==> src/rtl/muldiv_unit.sv <==
// muldiv_unit: iterative MULT/MULTU/DIV/DIVU engine holding the HI/LO registers
module muldiv_unit #(
    parameter int WIDTH = 32
) (
    input  logic             clk,
    input  logic             rst,
    input  logic             ctrl_start,
    input  logic [1:0]       ctrl_op,
    input  logic [WIDTH-1:0] rs_data,
    input  logic [WIDTH-1:0] rt_data,
    input  logic             ctrl_mthi,
    input  logic             ctrl_mtlo,
    output logic             busy,
    output logic             done,
    output logic [WIDTH-1:0] hi,
    output logic [WIDTH-1:0] lo
);
    localparam int CW = (WIDTH > 1) ? $clog2(WIDTH) : 1;
    localparam logic [CW-1:0] LAST = CW'(WIDTH - 1);
    typedef enum logic [1:0] {IDLE, RUN, FIX} state_t;
    state_t state, state_nx;
    logic [CW-1:0] cnt;
    logic is_div, neg_q, neg_r, sa, sb;
    logic [WIDTH-1:0] a_mag, b_mag, mag_a, mag_b, div_hi, q_fix, r_fix;
    logic [2*WIDTH-1:0] acc, prod_fix;
    logic [WIDTH:0] mul_sum, r_shift, diff;
    // operand signs and magnitudes; unsigned ops take operands as-is
    assign sa = ~ctrl_op[0] & rs_data[WIDTH-1];
    assign sb = ~ctrl_op[0] & rt_data[WIDTH-1];
    assign mag_a = sa ? -rs_data : rs_data;
    assign mag_b = sb ? -rt_data : rt_data;
    // one shift-add / restoring-subtract step plus the final sign correction
    always_comb begin
        mul_sum = {1'b0, acc[2*WIDTH-1:WIDTH]} + {1'b0, acc[0] ? a_mag : {WIDTH{1'b0}}};
        r_shift = acc[2*WIDTH-1:WIDTH-1];
        diff = r_shift - {1'b0, b_mag};
        div_hi = diff[WIDTH] ? r_shift[WIDTH-1:0] : diff[WIDTH-1:0];
        prod_fix = neg_q ? -acc : acc;
        q_fix = (b_mag == '0) ? '1 : neg_q ? -acc[WIDTH-1:0] : acc[WIDTH-1:0];
        r_fix = neg_r ? -acc[2*WIDTH-1:WIDTH] : acc[2*WIDTH-1:WIDTH];
    end
    // state register
    always_ff @(posedge clk or posedge rst) begin
        if (rst) state <= IDLE;
        else state <= state_nx;
    end
    // next-state: start in IDLE, WIDTH iterations in RUN, one fix-up cycle
    always_comb begin
        state_nx = (state == IDLE && ctrl_start) ? RUN :
                   (state == RUN && cnt == LAST) ? FIX :
                   (state == FIX) ? IDLE : state;
    end
    // outputs decoded from state
    always_comb begin
        busy = state != IDLE;
    end
    // datapath: operand latch, iteration, HI/LO writes and done pulse
    always_ff @(posedge clk or posedge rst) begin
        if (rst) begin
            cnt <= '0;
            is_div <= 1'b0;
            neg_q <= 1'b0;
            neg_r <= 1'b0;
            a_mag <= '0;
            b_mag <= '0;
            acc <= '0;
            hi <= '0;
            lo <= '0;
            done <= 1'b0;
        end else begin
            done <= state == FIX;
            if (state == IDLE) begin
                if (ctrl_start) begin
                    cnt <= '0;
                    is_div <= ctrl_op[1];
                    neg_q <= sa ^ sb;
                    neg_r <= sa;
                    a_mag <= mag_a;
                    b_mag <= mag_b;
                    acc <= {{WIDTH{1'b0}}, ctrl_op[1] ? mag_a : mag_b};
                end else begin
                    if (ctrl_mthi) hi <= rs_data;
                    if (ctrl_mtlo) lo <= rs_data;
                end
            end else if (state == RUN) begin
                cnt <= (cnt == LAST) ? '0 : cnt + CW'(1);
                acc <= is_div ? {div_hi, acc[WIDTH-2:0], ~diff[WIDTH]} : {mul_sum, acc[WIDTH-1:1]};
            end else begin
                hi <= is_div ? r_fix : prod_fix[2*WIDTH-1:WIDTH];
                lo <= is_div ? q_fix : prod_fix[WIDTH-1:0];
            end
        end
    end
endmodule

==> config.mk <==
export PLATFORM = sky130hd
export DESIGN_NAME = muldiv_unit
export DESIGN_NICKNAME = d
export VERILOG_FILES = /design/src/rtl/muldiv_unit.sv
export SDC_FILE = /design/constraint.sdc
export NUM_CORES = 1
export LEC_CHECK = 0
export BUFFER_PORTS_ARGS = -buffer_cell sky130_fd_sc_hd__clkbuf_2
export CELL_PAD_IN_SITES_DETAIL_PLACEMENT = 1
export CELL_PAD_IN_SITES_GLOBAL_PLACEMENT = 1
export CORE_MARGIN = 4
export CORE_UTILIZATION = 41
export CTS_BUF_LIST = sky130_fd_sc_hd__clkbuf_16
export CTS_CLUSTER_SIZE = 14
export DETAILED_ROUTE_END_ITERATION = 10
export HOLD_SLACK_MARGIN = 0.12
export PLACE_DENSITY = 0.84
export RECOVER_POWER = 100
export REMOVE_ABC_BUFFERS = 1
export SKIP_LAST_GASP = 1
export SLEW_MARGIN = 30
export SYNTH_ARGS = -nofsm -noshare
export SYNTH_HDL_FRONTEND = slang
export SYNTH_SLANG_ARGS = --single-unit
==> constraint.sdc <==
create_clock -name clk -period 8 [get_ports clk]
set_input_delay 2.4 -clock clk [delete_from_list [all_inputs] [get_ports clk]]
set_output_delay 2.4 -clock clk [all_outputs]
set_load 0.02 [all_outputs]
==> flow_summary.toml <==
[status]
status = "finished with violations"
violations = "capacitance limit, slew limit"

[global_route]
met1_usage_pct = 40.4
grt_overflow_total = 0
grt_max_degree = 99
grt_pass1_vias = 16600
grt_pass1_wl_um = 98700
top_usage_layer = "met2"
met3_usage_pct = 4.44
use_met2_pct = 48.0
antenna_found_initial = 2
track_usage_pct = 30.0

[sta]
whs_ns = 0.465
timing.fmax_ghz = 0.153
fin_crit_sh_pct = 81.6
slew_violations = 362
slew_headroom_pct = -116
finalClockSkew_ns = 0.0188
report.final.hold_viol_count = 0
rsz0062_at_grt = "no"
worst_slew_pin_slew_ns = 3.25
fin_crit_ns = 6.53
setup_violations = 0
fin_ws_ns = 1.47
tns_ns = 0

[floorplanning]
core_area_mm2 = 0.0378
dieArea_mm2 = 0.0416
die_y_um = 204
dieWidth_um = 204
ios = 137
rows = 71
start_util_pct = 41.7

[clock_tree]
cts_resized = 0
cts_sinks = 203
clock_path_buffers = 3
clk_pin_slew_ns = 0.06
cts_tree = "done"
cts_buffers = 25
cts_hold_buf = 0
clkLatencyLatePin_ns = 0.55
clock-root-buffer = "clkbuf_16"
cts_setup_buffers = 0
cts-htree-levels = 1

[synthesis]
synth_compound_area_share_pct = 25.2
ys_async_sr_fraction_pct = 100
synthMuxAreaShare_pct = 3.54
synth_ff_type = "dfrtp_1"
syn_inst = 1983
synth_edf_count = 0
synth_cell_types = 74
synth-warning-count = 0
syn_area_mm2 = 0.0158
syn_area_per_cell_um2 = 7.95
yosysSeqAreaShare_pct = 32.2
ys_seq_elements = 203
synth_top_family_by_area = "compound AO/OA/AOI/OAI gates"
synth_top_area_cell = "dfrtp_1"
synth.area.top_cells = "dfrtp_1 32%, o21ai_0 7.9%, nand2_1 6.1%"
synthAdderAreaFrac_pct = 5.81
synth-simple-area-share_pct = 19.4
yosysTopAreaCellShare_pct = 32.2
synth_xor_area_share_pct = 9.34

[critical_path]
cp-endpoint = "acc[62]"
required_ns = 8.40
worstSetupPathType = "reg -> reg"
startpoint = "state[1]"
reg2regPathDepth = 9
arrival_ns = 6.92
ff2ff_setup_slack_ns = 1.47
path_max_fanout = 63
rr_startpoint = "state[1]"
cp-end-kind = "flop"
cp-start-kind = "flop"
r2r-end = "acc[62]"

[placement]
dp_slack_ns = 2.31
place.gp.congestion = 0.983
dp_cells = 2536
numPortBuffers = 136
dpl.hpwl_um = 47400

[route]
drt-initial-drc-count = 1357
wl_per_cell_um = 24.9
dr.pass1.iters = 6
vias = 16200
via_per_inst = 6.28
routed_wl_um = 64200
drc_errors = 0
postRouteAntennaNets = 0

[pwr]
p_leak_nw = 7.52
p_total_mw = 9.70
vdd_drop_max_mv = 0.231
power_density_mw_per_mm2 = 554

[cells_and_area]
final_cell_count_no_fill = 2582
drive_gt1_share_pct = 7.49
fillCellCount = 4767
final_nets = 2195
syn2layout_area_growth_pct = 11.1

[min_path]
holdCritPathClass = "reg -> reg"

[flow_run]
cap_viol_max_count = 7
cell type report:
cell class | instances | area, um2 | area share, %
Antenna cell | 1 | 2.50 | 0.0143
Timing Repair Buffer | 161 | 768 | 4.39
Clock inverter | 20 | 141 | 0.807
Inverter | 64 | 241 | 1.38
Clock buffer | 25 | 626 | 3.57
Tap cell | 511 | 639 | 3.65
Multi-Input combinational cell | 1597 | 10000 | 57.2
Sequential cell | 203 | 5080 | 29.0
metal layers:
| layer | up-vias | wire [um] |
|---|---|---|
| li1 | 7246 | - |
| met1 | 8079 | 26700 |
| met2 | 712 | 29300 |
| met3 | 176 | 4670 |
| met4 | 0 | 3540 |
| met5 | - | 0 |
where the power goes:
group,internal (mW),switching [mW]
Combinational,2.32,3.99
Sequential,1.57,0.708
Clock,0.629,0.483
worst max-delay path, stage by stage, from the launching register on:
cell and delay [ns]:
dfrtp_1 0.36, clkbuf_1 0.48, nor2_4 0.24, clkbuf_1 2.30, and2_0 0.31, buf_4 0.50
nor2_4 0.20, clkbuf_1 1.02, a221oi_1 0.64, o211ai_1 0.15
Yosys cell counts, drive strengths merged (39+ instances only):
| cell | count |
|---|---|
| o21ai | 257 |
| nand2 | 254 |
| dfrtp | 203 |
| nor2 | 156 |
| a21oi | 140 |
| clkbuf | 109 |
| xnor2 | 97 |
| xor2 | 71 |
| ha | 70 |
| inv | 62 |
| mux2i | 49 |
| nor3 | 39 |
flip-flops by register name, indices dropped and copies added (netlist names):
name,count
state,2
is_div,1
done,1
hi,32
a_mag,32
cnt,5
b_mag,32
lo,32
acc,64
neg_r,1
neg_q,1
per-stage QoR:
step / cell area, um2 / utilization [%]
after global routing: 17500 / 46.4
after detailed placement: 16900 / 44.6
after global placement: 16900 / 44.6
after floorplan: 15300 / -
after CTS: 17600 / 46.7
final: 17500 / 46.4
worst min-delay path by stage:
stage                   start  cells after the start        end  slack, ns
floorplan           a_mag[22]                      2  a_mag[22]       0.44
finish              a_mag[24]                      2  a_mag[24]       0.46
detailed placement  a_mag[24]                      2  a_mag[24]       0.46
global route        a_mag[24]                      2  a_mag[24]       0.48
global placement    a_mag[26]                      2  a_mag[26]       0.46
CTS                 a_mag[24]                      2  a_mag[24]       0.47
cells by family after synthesis:
logic type / Yosys count
DFF: 203
adders and majority gates: 72
xor gates and xnor gates: 168
AOI/OAI and AO/OA: 650
and+or+nand+nor: 652
muxes: 55
buffers and inverters: 183
placed cells by master (no fill, tap or decap), drive strengths merged, types with 15 or more instances in the layout:
cell / Yosys / routed
a211oi: 15 / 15
a21o: 27 / 27
a21oi: 140 / 140
a22oi: 21 / 21
a31oi: 24 / 24
and2: 34 / 34
and3: 25 / 25
buf: 10 / 19
clkbuf: 109 / 167
dfrtp: 203 / 203
ha: 70 / 70
inv: 62 / 67
mux2i: 49 / 49
nand2: 254 / 254
nand2b: 17 / 17
nand3: 32 / 32
nor2: 156 / 156
nor3: 39 / 39
nor4: 23 / 23
o211ai: 18 / 18
o21ai: 257 / 257
o22ai: 29 / 29
o31ai: 16 / 16
or3: 15 / 15
xnor2: 97 / 97
xor2: 71 / 71
No activity file was read; power rests on OpenSTA's default activity.
